**config.mk**
```make
export PLATFORM = sky130hd
export DESIGN_NAME = alu_md_unit
export DESIGN_NICKNAME = d
export VERILOG_FILES = /design/src/rtl/alu_md_unit.sv
export SDC_FILE = /design/constraint.sdc
export NUM_CORES = 1
export LEC_CHECK = 0
export CORE_AREA = 3 3 270 246
export DETAILED_ROUTE_END_ITERATION = 10
export DIE_AREA = 0 0 273 249
export HOLD_SLACK_MARGIN = 0.02
export SLEW_MARGIN = 20
export SYNTH_ARGS = -nofsm -noshare
export SYNTH_HDL_FRONTEND = slang
export SYNTH_SLANG_ARGS = --single-unit
```
**constraint.sdc**
```tcl
create_clock -name clk -period 6 [get_ports clk]
set_input_delay 1.8 -clock clk [delete_from_list [all_inputs] [get_ports clk]]
set_output_delay 1.8 -clock clk [all_outputs]
set_load 0.01 [all_outputs]
```
**src/rtl/alu_md_unit.sv**
```systemverilog
// Execute-stage ALU with registered single-cycle ops plus iterative unsigned
// MULTU/DIVU into HI/LO; busy stalls issue while a multi-cycle op runs.
module alu_md_unit #(
    parameter int WIDTH = 32
) (
    input  logic             clk,
    input  logic             rst,
    input  logic             in_valid,
    input  logic [1:0]       aluop,
    input  logic [5:0]       funct,
    input  logic [WIDTH-1:0] a,
    input  logic [WIDTH-1:0] b,
    output logic [WIDTH-1:0] result,
    output logic             zero,
    output logic             out_valid,
    output logic             busy,
    output logic [WIDTH-1:0] hi,
    output logic [WIDTH-1:0] lo
);

    localparam int CW = $clog2(WIDTH);
    localparam logic [CW-1:0] LAST_ITER = CW'(WIDTH - 1);

    typedef enum logic [1:0] {S_IDLE, S_MUL, S_DIV, S_DONE} state_t;
    typedef enum logic [3:0] {
        OP_ADD, OP_SUB, OP_AND, OP_OR, OP_SLT,
        OP_MULTU, OP_DIVU, OP_MFHI, OP_MFLO
    } op_t;

    state_t           state_q, state_d;
    logic [CW-1:0]    cnt_q, cnt_d;
    logic [WIDTH-1:0] acc_q, acc_d;
    logic [WIDTH-1:0] work_q, work_d;
    logic [WIDTH-1:0] opnd_q, opnd_d;
    logic [WIDTH-1:0] hi_q, hi_d;
    logic [WIDTH-1:0] lo_q, lo_d;
    logic [WIDTH-1:0] result_q, result_d;
    logic             zero_q, zero_d;
    logic             out_valid_q, out_valid_d;

    op_t              op;
    logic [WIDTH-1:0] alu_res;

    always_comb begin
        op = OP_AND;
        case (aluop)
            2'b00: op = OP_ADD;
            2'b01: op = OP_SUB;
            2'b10: begin
                case (funct)
                    6'b100000: op = OP_ADD;
                    6'b100010: op = OP_SUB;
                    6'b100100: op = OP_AND;
                    6'b100101: op = OP_OR;
                    6'b101010: op = OP_SLT;
                    6'b011001: op = OP_MULTU;
                    6'b011011: op = OP_DIVU;
                    6'b010000: op = OP_MFHI;
                    6'b010010: op = OP_MFLO;
                    default:   op = OP_AND;
                endcase
            end
            default: op = OP_AND;
        endcase
    end

    always_comb begin
        alu_res = a & b;
        case (op)
            OP_ADD:  alu_res = a + b;
            OP_SUB:  alu_res = a - b;
            OP_OR:   alu_res = a | b;
            OP_SLT:  alu_res = {{(WIDTH-1){1'b0}}, ($signed(a) < $signed(b))};
            OP_MFHI: alu_res = hi_q;
            OP_MFLO: alu_res = lo_q;
            default: alu_res = a & b;
        endcase
    end

    // Multiply: acc holds the running high half, work shifts the multiplier
    // out of its LSB while product bits enter from the top.
    logic [WIDTH:0]   mul_sum;
    logic [WIDTH-1:0] mul_acc_nxt, mul_work_nxt;
    assign mul_sum      = {1'b0, acc_q} + (work_q[0] ? {1'b0, opnd_q} : '0);
    assign mul_acc_nxt  = mul_sum[WIDTH:1];
    assign mul_work_nxt = {mul_sum[0], work_q[WIDTH-1:1]};

    // Divide: acc is the partial remainder, work shifts the dividend out of
    // its MSB and quotient bits in at the LSB. A zero divisor yields q=~0, r=a.
    logic [WIDTH:0]   div_trial;
    logic [WIDTH-1:0] div_diff, div_acc_nxt, div_work_nxt;
    logic             div_ge;
    assign div_trial    = {acc_q, work_q[WIDTH-1]};
    assign div_ge       = div_trial >= {1'b0, opnd_q};
    assign div_diff     = div_trial[WIDTH-1:0] - opnd_q;
    assign div_acc_nxt  = div_ge ? div_diff : div_trial[WIDTH-1:0];
    assign div_work_nxt = {work_q[WIDTH-2:0], div_ge};

    always_comb begin
        state_d     = state_q;
        cnt_d       = cnt_q;
        acc_d       = acc_q;
        work_d      = work_q;
        opnd_d      = opnd_q;
        hi_d        = hi_q;
        lo_d        = lo_q;
        result_d    = result_q;
        zero_d      = zero_q;
        out_valid_d = 1'b0;

        case (state_q)
            S_IDLE: begin
                if (in_valid) begin
                    if (op == OP_MULTU) begin
                        state_d = S_MUL;
                        cnt_d   = '0;
                        acc_d   = '0;
                        work_d  = b;
                        opnd_d  = a;
                    end else if (op == OP_DIVU) begin
                        state_d = S_DIV;
                        cnt_d   = '0;
                        acc_d   = '0;
                        work_d  = a;
                        opnd_d  = b;
                    end else begin
                        result_d    = alu_res;
                        zero_d      = (alu_res == '0);
                        out_valid_d = 1'b1;
                    end
                end
            end
            S_MUL: begin
                acc_d  = mul_acc_nxt;
                work_d = mul_work_nxt;
                cnt_d  = cnt_q + CW'(1);
                if (cnt_q == LAST_ITER) begin
                    state_d     = S_DONE;
                    cnt_d       = '0;
                    hi_d        = mul_acc_nxt;
                    lo_d        = mul_work_nxt;
                    result_d    = mul_work_nxt;
                    zero_d      = (mul_work_nxt == '0);
                    out_valid_d = 1'b1;
                end
            end
            S_DIV: begin
                acc_d  = div_acc_nxt;
                work_d = div_work_nxt;
                cnt_d  = cnt_q + CW'(1);
                if (cnt_q == LAST_ITER) begin
                    state_d     = S_DONE;
                    cnt_d       = '0;
                    hi_d        = div_acc_nxt;
                    lo_d        = div_work_nxt;
                    result_d    = div_work_nxt;
                    zero_d      = (div_work_nxt == '0);
                    out_valid_d = 1'b1;
                end
            end
            default: state_d = S_IDLE;
        endcase
    end

    always_ff @(posedge clk) begin
        if (rst) begin
            state_q     <= S_IDLE;
            cnt_q       <= '0;
            acc_q       <= '0;
            work_q      <= '0;
            opnd_q      <= '0;
            hi_q        <= '0;
            lo_q        <= '0;
            result_q    <= '0;
            zero_q      <= 1'b0;
            out_valid_q <= 1'b0;
        end else begin
            state_q     <= state_d;
            cnt_q       <= cnt_d;
            acc_q       <= acc_d;
            work_q      <= work_d;
            opnd_q      <= opnd_d;
            hi_q        <= hi_d;
            lo_q        <= lo_d;
            result_q    <= result_d;
            zero_q      <= zero_d;
            out_valid_q <= out_valid_d;
        end
    end

    assign result    = result_q;
    assign zero      = zero_q;
    assign out_valid = out_valid_q;
    assign busy      = (state_q != S_IDLE);
    assign hi        = hi_q;
    assign lo        = lo_q;

endmodule

```
After elaboration in Yosys (flattened, before gate mapping) --
Cells that the tools add are included.
Storage, ports and cells: register bits 201, bits in latches 0, RAM bits 0, bits in read-only memories 0, output and inout bits 99, memories 0
Operators by class: add/sub/neg operators 5, multiply operators 0, div/mod/pow operators 0, $lt $le $gt $ge 2, eq/ne operators 27, shifts and indexed selects 0, muxes and demuxes 46, bitwise operators 2, reduce and logical (&&, ||, !) cells 18
Operator list (number):
- two-way mux 32 bit | 17
- one-hot mux 32 bit (3 select lines) | 3
- one-hot mux 32 bit (6 select lines) | 1
- one-hot mux 32 bit (2 select lines) | 2
- zero test 32 bit | 3
- subtractor 32 bit | 2
- adder 32 x 32 -> 33 bit | 1
- greater-or-equal comparator 33 x 32 -> 1 bit | 1
- adder 32 bit | 1
- bitwise AND 32 bit | 1
- less-than comparator 32 bit | 1
- OR 32 bit | 1
- one-hot mux 4 bit (8 select lines) | 1
- == test 6 x 5 -> 1 bit (second input constant) | 4
- == test 6 bit (second input constant) | 4
- two-way mux 5 bit | 4
- == test 4 x 3 -> 1 bit (second input constant) | 4
- AND reduction 3 bit | 5
- one-hot mux 4 bit (3 select lines) | 1
- inequality test 2 bit (second input constant) | 5
- one-hot mux 5 bit (2 select lines) | 1
- two-way mux 1 bit | 9
- two-way mux 2 bit | 4
- nonzero test 2 bit | 4
- 17 further kinds | 20

Longest topological paths before layout --
depth in word-level cells 10, mapped depth 16

Worst setup path after synthesis --
OpenSTA, ideal clock, no wires.
path kind input-to-reg, from input port a[2], to register zero_q, in the netlist zero, setup time 0.061 ns, arrival time 5.439 ns, required time 5.939 ns, slack 0.500 ns, stages on the path 15, path buffers 1, cell sequence inv_1 > ha_1 > buf_6 > nand2b_4 > a2111o_1 > a211o_1 > a21bo_2 > nand2b_4 > xor2_2 > o221ai_1 > or4_1 > or4_1 > or4_1 > nor4_1 > a32o_1
On the way: cells in the longest elaborated chain, start to end 7
RTL lines:
- start, declared | line 11 | input logic [WIDTH-1:0] a,
- subtractor 32 bit (tied with other cells) | line 71 | OP_SUB: alu_res = a - b;
- one-hot mux 32 bit (6 select lines) * | line 69 | case (op)
- zero test 32 bit * | line 128 | zero_d = (alu_res == '0);
- two-way mux 1 bit * | line 120 | end else if (op == OP_DIVU) begin
- two-way mux 1 bit * | line 114 | if (op == OP_MULTU) begin
- two-way mux 1 bit * | line 113 | if (in_valid) begin
- one-hot mux 1 bit (3 select lines) * | line 111 | case (state_q)
- end signal, assigned | line 186 | zero_q <= zero_d;
- end, declared | line 38 | logic zero_q, zero_d;
Mark *: on every way between the ends. The rest lies on a longest branch, timed or not. The select of a mux whose other input is x is not followed. A chain may end at the register's enable or synchronous reset.

Worst setup path in the final report --
from input port a[0], to register zero_q, in the netlist zero
The elaborated chain is that of the path after synthesis.

==> impl_metrics.tcl <==
set metrics [dict create \
    cp-start-kind "input port" \
    wl_per_cell_um 21.9 \
    clk_latency_ns 0.56 \
    pwr-share-clk_pct 35.6 \
    drt-initial-drc-count 2062 \
    synth_top_area_share_pct 21.8 \
    ant_nets 0 \
    finalPower_mw 4.68 \
    grt_usage_pct 22.5 \
    dieHeight_um 249 \
    final_nets 3017 \
    cts_buffer_depth 3 \
    status "completed" \
    slew_headroom_pct 35.6 \
    fill_cells 6684 \
    cp_num_buf_inv 3 \
    synth.area.top_cells "dfxtp_1 (22%), ha_1 (12%), a21oi_1 (7.9%), mux2i_1 (4.9%), nor2_1 (4.9%)" \
    period_minus_slack_ns 5.85 \
    drv_cap 0 \
    cts_tree "done" \
    path_max_fanout 2 \
    worst_ir_drop_vdd_mv 0.194 \
    wirelength_um 79800 \
    port_buffers 173 \
    p_seq_share_pct 30.5 \
    ys_seq_elements 201 \
    critPathCaptureType "flip-flop" \
    finalNonFillerCells 3641 \
    grt_pass1_vias 18835 \
    fmax_ghz 0.171 \
    worst_pin_slew_ns 0.966 \
    drv_slew 0 \
    path_common_cell "or4_1" \
    cts.sinks 201 \
    synth.largest_area_cell "dfxtp_1" \
    setup_viol 0 \
    worstPathCellList "clkdlybuf4s50_1, inv_1, ha_1, inv_1, fa_1, nand2b_4, a2111o_1, a211o_1, a21bo_2, nand2b_4, xor2_2, o221ai_1, or4_1, or4_1, or4_1, nor4_2, a32o_1" \
    ys_seq_area_share_pct 21.8 \
    grt_overflow 0 \
    critical_path_required_ns 6.50 \
    netlist_area_um2 18400 \
    drive_gt1_share_pct 12.6 \
    antenna_found_initial 1 \
    dp_cells 3597 \
    final_common_cell "a21oi_1" \
    num_vias 20276 \
    synthArstFlopShare_pct 0 \
    rsz0062_at_grt "false" \
    hold_violations 0 \
    critical_path.top_delay_family "simple AND/OR/NAND/NOR gates" \
    hpwl_um 62300 \
    synth-edff-count 0 \
    power.leakage_nw 9.35 \
    syn-num-nets 2734 \
    ys.flop_type "dfxtp_1" \
    grt_pass1_wl_um 119000 \
    rows 88 \
    firstDrtPassIters 6 \
    hold_path.class "reg2reg" \
    io_pins 174 \
    grt_max_degree 82 \
    core-area_um2 63800 \
    swShare_pct 34.9 \
    crit_type "in2reg" \
    clk_pin_slew_ns 0.06 \
    slowest_delay_ns 0.55 \
    die_area_um2 68000 \
    viasPerCell 5.57 \
    postSynthCellCount 2485 \
    ys_types 85 \
    slowest_stage "or4_1" \
    areaGrowthSynthToFinish_pct 27.4 \
    combPwrFrac_pct 33.9 \
    finalCritPeriodShare_pct 97.6 \
    skew_ns 0.0154 \
    ys_warn_count 0 \
    cts_buffers 24 \
    fin_util_pct 36.9 \
    p_int_mw 3.05 \
    p_switching_mw 1.63 \
    root_buffer "clkbuf_16" \
    start_util_pct 28.9 \
    syn_area_per_cell_um2 7.42 \
    antenna_cells 0 \
    htreeDepth 1 \
    place_congestion 1.01 \
    p_per_area_nw_per_um2 199 \
    critical_path_arrival_ns 6.36 \
    die_width_um 273 \
    layout_common_cells "a21oi_1 (289), buf_4 (253), nor2_1 (237), nand2_1 (213), dfxtp_1 (201)" \
    drc 0 \
]
per-stage QoR:
| stage | setup WS [ns] | instance area (um^2) | TNS (ns) | hold slack, ns |
|---|---|---|---|---|
| floorplan | 0.500 | 18400 | 0 | 0.449 |
| global placement | -0.858 | 22600 | -0.901 | 0.442 |
| detailed placement | -0.847 | 22600 | -0.847 | 0.445 |
| CTS | 0.0712 | 23500 | 0 | 0.453 |
| global route | 0.0119 | 23500 | 0 | 0.468 |
| finish | 0.146 | 23500 | 0 | 0.449 |
flip-flops by register name, summed over array words and instances, names as in the netlist:
name	flops
result	32
lo	32
out_valid	1
acc_q	32
zero	1
work_q	32
hi	32
cnt_q	5
opnd_q	32
state_q	2
logic make-up after synthesis:
family	share of synthesized area [%]
AO/OA/AOI/OAI	33.1
XOR/XNOR	3.70
adder cells (fa/ha/maj)	12.0
buffers and inverters	6.82
flip-flops	21.8
multiplexers	5.43
AND/OR/NAND/NOR	17.2
cells in the mapped netlist, types with 13 or more instances:
cell,n
nor2b_1,22
nand2_1,214
a221oi_1,20
a211oi_1,76
nor4_1,19
or3_1,15
o21ai_0,141
dfxtp_1,201
nand2b_1,19
xor2_1,26
a22oi_1,23
a21oi_1,291
buf_2,16
a211o_1,15
nand3_1,38
o21bai_1,19
o31ai_1,18
a31oi_1,26
clkbuf_1,139
o221ai_1,15
nor2_1,239
mux2i_1,90
inv_1,157
xnor2_1,50
a21o_1,46
ha_1,170
nand4_1,13
o211ai_1,67
o21a_1,19
nor3_1,46
a221o_1,28
final cells by class:
| class | count | area [um^2] | area share (%) |
|---|---|---|---|
| inverters | 157 | 589 | 2.51 |
| clock buffers | 29 | 671 | 2.85 |
| clock inverters | 15 | 218 | 0.926 |
| repair buffers | 426 | 3640 | 15.5 |
| multi-input cells | 1958 | 13300 | 56.6 |
| well taps | 855 | 1070 | 4.55 |
| flip-flops and latches | 201 | 4020 | 17.1 |
worst min-delay path: stages, from the launching register on:
cell and delay (ns):
dfxtp_1 0.31, nand2_1 0.05, a21oi_1 0.05
routing by layer:
layer  routed length [um]  track usage, %
met4                 2710            7.27
met1                35800            31.7
met5                   13               0
met2                34900            35.0
met3                 6350            3.24
power by group through the flow:
stage	Combinational (mW)	Sequential (mW)	Clock [mW]
2_1_floorplan	0.804	1.47	0
3_3_place_gp	1.56	1.46	0
3_5_place_dp	1.55	1.46	0
4_1_cts	1.56	1.43	1.69
5_1_grt	1.69	1.43	1.74
6_report	1.59	1.43	1.67
timing repair:
item	CTS	global route
endpoints found under the setup margin	1	1
pin swaps	1	1
resized for setup	1	5
hold buffers	0	0
setup buffers	0	0
path summary, 6_finish.rpt:
kind	startpoint	endpoint	slack (ns)	cells past startpoint
worst max-delay path	a[0]	zero$_SDFFE_PP0P_	0.15	17
worst min-delay path	result[30]$_SDFFE_PP0P_	result[30]$_SDFFE_PP0P_	0.45	2
worst max register to register	work_q[0]$_SDFFE_PP0P_	acc_q[30]$_SDFFE_PP0P_	1.72	15
worst min register to register	result[30]$_SDFFE_PP0P_	result[30]$_SDFFE_PP0P_	0.45	2
Note: power is estimated with default switching activity, not from simulation.
==> patch 1: new RTL, same flow settings <==
Change the parameter `WIDTH` from 32 to 16.
--- a/src/rtl/alu_md_unit.sv
+++ b/src/rtl/alu_md_unit.sv
@@ -1,7 +1,7 @@
 // Execute-stage ALU with registered single-cycle ops plus iterative unsigned
 // MULTU/DIVU into HI/LO; busy stalls issue while a multi-cycle op runs.
 module alu_md_unit #(
-    parameter int WIDTH = 32
+    parameter int WIDTH = 16
 ) (
     input  logic             clk,
     input  logic             rst,
Ports: changed (5 resized); port bits go from 174 to 94. No check against the original RTL was run, so the function may have changed too.
==> patch 1 against the unedited design <==
Critical path depth down 3. Maximum frequency up 15%. Critical path type unchanged. Register-to-register slack better by 490 ps. Sequential cell count down 97. Cell area down 51%. Wire length down 51%. Power down 56%. Synthesized area down 49%. Setup slack better by 770 ps. Largest power group is now sequential cells.
==> patch 1: results (changes against the unedited design) <==
status=complete, no violations; vias in the first global route=8814 (-53%); Avg Vias per Cell=4.53 (-19%); transition time of the tightest slew-check pin=957 ps (-9.62 ps); Synth area leaders=sky130_fd_sc_hd__dfxtp_1 22%, sky130_fd_sc_hd__ha_1 12%, sky130_fd_sc_hd__a21oi_1 6.8%; DPL Wire Length=31300 µm (-50%); fraction of met3 tracks used by global routing=0.0346 (+0.00222); non-clock buffer contribution to total cell area=0.0945 (-0.0605); multi-input combinational cell count=986 (-50%); Logic inverters=78 (-50%); post-synthesis sequential area ratio=0.223 (+0.00519); met1 GRT Util=0.172 (-0.145); clock-pin slew on the worst setup and hold paths=80 ps (+20 ps); Top Layer Used=met4; synthesis-to-finish area growth=23.3%; number of buffers inserted by port buffering=93 (-46%); leakage dissipation=4.20 nW (-55%); Cell Count, Final, Fillers Out=2153 (-41%); DP Area=0.0112 mm² (-50%); pre-CTS setup slack=603 ps (+1450 ps); number of different library cells in the post-synthesis netlist=90 (+5.9%); FF+latch count, synth=104 (-48%); maximum number of pins on one net before global-route repair=72 (-12%); CTS buffer count=9 (-63%); total area of multi-input combinational cells=0.00669 mm² (-50%); detailed-route wire length on metal 1=19400 µm (-46%)
## patch 1: cell count changes after synthesis, sizes merged, moves of 24 or more
cell    delta
dfxtp     -97
clkbuf    -85
o21ai     -92
nor2     -100
inv       -80
o211ai    -33
a21o      -35
a211oi    -31
mux2i     -68
ha        -84
xnor2     -24
a21oi    -163
nand2    -107
## patch 1: final timing paths
kind	startpoint	to	slack [ps]	depth (start not counted)
worst min register to register	result[6]	result[6]	470	2
worst max-delay path	a[0]	zero	920	14
worst min-delay path	result[6]	result[6]	470	2
worst max register to register	work_q[15]	result[0]	2210	12
## patch 1: where the power goes
part	internal, mW	leakage [nW]	switching [mW]
logic	0.260	3.22	0.445
registers	0.719	0.840	0.0319
clock network	0.288	0.139	0.311
## patch 1: logic make-up (layout without fill, tap and decap cells)
family | Yosys count | in the layout | share of synthesized area
buffers and inverters | 149 | 207 | 0.0620
other | 0 | 1 | 0
adders and majority gates | 90 | 90 | 0.124
DFF | 104 | 104 | 0.223
AOI/OAI and AO/OA | 408 | 408 | 0.303
and+or+nand+nor | 420 | 420 | 0.218
muxes | 32 | 32 | 0.0357
xor gates and xnor gates | 36 | 36 | 0.0338
## patch 1: critical path, stage by stage
cell                              delay [ps]
sky130_fd_sc_hd__clkdlybuf4s50_1         520
sky130_fd_sc_hd__inv_1                    90
sky130_fd_sc_hd__ha_1                    250
sky130_fd_sc_hd__fa_1                    420
sky130_fd_sc_hd__nor2_1                  140
sky130_fd_sc_hd__o221ai_1                220
sky130_fd_sc_hd__a311o_1                 450
sky130_fd_sc_hd__a311o_1                 320
sky130_fd_sc_hd__a211oi_1                210
sky130_fd_sc_hd__a31oi_1                  80
sky130_fd_sc_hd__xor2_1                  180
sky130_fd_sc_hd__a2111oi_0               410
sky130_fd_sc_hd__nand4_1                 150
sky130_fd_sc_hd__o21ai_1                 120
==> patch 2: new RTL, same settings <==
Made on the original files. Reset style: asynchronous (`rst`), changed in one clocked block.
--- a/src/rtl/alu_md_unit.sv
+++ b/src/rtl/alu_md_unit.sv
@@ -162,7 +162,7 @@
         endcase
     end
 
-    always_ff @(posedge clk) begin
+    always_ff @(posedge clk or posedge rst) begin
         if (rst) begin
             state_q     <= S_IDLE;
             cnt_q       <= '0;
Function: differs if rst is asserted again (counterexample within 4 cycles, from zero or initial values and one cycle with rst high); with rst held inactive, the same outputs for 4 cycles.
==> patch 2 against the unedited design <==
Maximum frequency about the same. Die area unchanged. Cell area grew 6.5%. Final cell count increased by 2.3%. Synthesized area is 2.9% higher. Hold slack improved by 26 ps. Setup slack gained 5.4 ps. Wire length rose by 4.9%. Non-clock buffer count is 90 higher. Synthesized cell count fell by 1.3%. Sequential cell count stayed put.
Power is not compared: it rests on default switching activity, and its combinational part moved more than twofold at a synthesized area within 25%.
==> patch 2: results (changes against the unedited design) <==
CTS buffer count=26 (+8.3%); vias in the first global route=19469 (+3.4%); overall global routing resource usage=0.238 (+0.0133); net total in the final layout=3101 (+2.8%); number of buffers inserted by port buffering=173 (unchanged); total vias in the final route=20599 (+1.6%); number of placed instances, taps included=3676 (+2.2%); proportion of synthesized area in mux cells=0.0370 (-0.0174); Synth Area in XOR/XNOR=0.0360 (-0.000984); global-route congestion overflow total=0 (unchanged); worst vdd ir=0.402 mV; detailed-route wire length on metal 1=37100 µm (+3.6%); fill cell total of the finished layout=6578 (-1.6%); depth of the worst register-to-register path=15 (unchanged); DP Area=0.0240 mm² (+6.1%); met3 wire length=6270 µm (-1.2%); met1 GRT Util=0.332 (+0.0150); fraction of power consumed by the clock network=0.164; signal arrival time at the worst endpoint=6330 ps (-30 ps); Top Layer Used=met4; transition time of the tightest slew-check pin=1090 ps (+122 ps); Routed wire per std cell=22.5 µm (+2.6%); maximum level of the CTS H-tree=1 (unchanged); most used standard cells in the synthesized netlist=307 x sky130_fd_sc_hd__nand2_1, 241 x sky130_fd_sc_hd__o21ai_0, 208 x sky130_fd_sc_hd__a21oi_1, 201 x sky130_fd_sc_hd__dfrtp_1, 180 x sky130_fd_sc_hd__nor2_1; number of optimization iterations in the first detailed-route pass=5 (-1); synthesized netlist net count=2701 (-1.2%); arithmetic-cell share of the synthesized area counting full adders, half adders and majority gates=0.116 (-0.00340); maximum number of pins on one net before global-route repair=75 (-8.5%); DPL Wire Length=66000 µm (+5.9%); pre-CTS setup slack=-824 ps (+23.4 ps); Synth area leaders=sky130_fd_sc_hd__dfrtp_1 26%, sky130_fd_sc_hd__ha_1 11%, sky130_fd_sc_hd__o21ai_0 6.4%; proportion of synthesized flip-flops having asynchronous set or reset=1.00 (+1.00); status=complete, no violations; drt first-iter violations=1732 (-16%); fraction of met3 tracks used by global routing=0.0346 (+0.00222); final worst clock skew=13.1 ps (-2.33 ps); synthesized instance count=2452 (-1.3%); Total Routed Length=83700 µm (+4.9%); first-pass GRT wire length=124000 µm (+4.6%); post-cts repair resize count=4 (+3); number of stages on the worst hold path=1 (-1); fraction of final layout cells sized beyond drive strength 1=0.161 (+0.0351); critical-path maximum fanout=4 (+2); detailed-routed wire length on met2=37000 µm (+6.1%); post-synthesis compound-gate area fraction=0.300 (-0.0307); met2 usage in global routing=0.372 (+0.0217); type of the tightest min-delay check=reg2reg; number of different library cells in the post-synthesis netlist=91 (+7.1%); top-count cell post-synth=sky130_fd_sc_hd__nand2_1; post-synthesis sequential area ratio=0.265 (+0.0468); dominant delay contributor by cell family on the critical path=simple AND/OR/NAND/NOR gates; Synth top area share=0.265 (+0.0468); Max Slew Vio Count=0 (unchanged); final RePlAce weighted congestion=1.01 (-0.42%)
-- patch 2: cell types whose count changed after synthesis, sizes merged, moves of 18 or more --
cell	unedited run	this run
dfrtp	0	201
o211ai	68	37
clkbuf	139	119
a21oi	293	209
a31oi	26	60
nor2	239	181
a211oi	76	23
mux2i	90	42
nand2	215	308
dfxtp	201	0
o21ai	142	245
a22o	1	19
and2	13	45
-- patch 2: worst paths after layout --
| path | from | endpoint | slack [ps] |
|---|---|---|---|
| worst min register to register | cnt_q[3] | cnt_q[3] | 480 |
| worst max-delay path | b[0] | zero | 150 |
| min in group asynchronous | rst | hi[4] | 1780 |
| max in group asynchronous | rst | result[5] | 3300 |
| worst min-delay path | cnt_q[3] | cnt_q[3] | 480 |
| worst max register to register | work_q[0] | hi[30] | 1570 |
-- patch 2: worst register-to-register path, cell delays in order, from the launching register on --
cell and delay (ps):
sky130_fd_sc_hd__dfrtp_1 470, sky130_fd_sc_hd__buf_4 390, sky130_fd_sc_hd__and2_1 190, sky130_fd_sc_hd__ha_1 300
sky130_fd_sc_hd__and3_1 230, sky130_fd_sc_hd__a221oi_1 300, sky130_fd_sc_hd__o211ai_1 280, sky130_fd_sc_hd__a21o_1 260
sky130_fd_sc_hd__a31oi_1 340, sky130_fd_sc_hd__a22oi_1 220, sky130_fd_sc_hd__and4_1 260, sky130_fd_sc_hd__nor3_1 280
sky130_fd_sc_hd__o41ai_1 160, sky130_fd_sc_hd__xnor2_1 220, sky130_fd_sc_hd__mux2i_1 110, sky130_fd_sc_hd__mux2_2 290
-- patch 2: cell type report --
class	instances	area [µm²]	share of cell area
well taps	855	1070	0.0427
inverters	150	567	0.0226
repair buffers	516	4440	0.177
flip-flops and latches	201	5030	0.201
clock buffers	33	738	0.0295
clock inverters	11	210	0.00839
multi-input cells	1957	13000	0.518
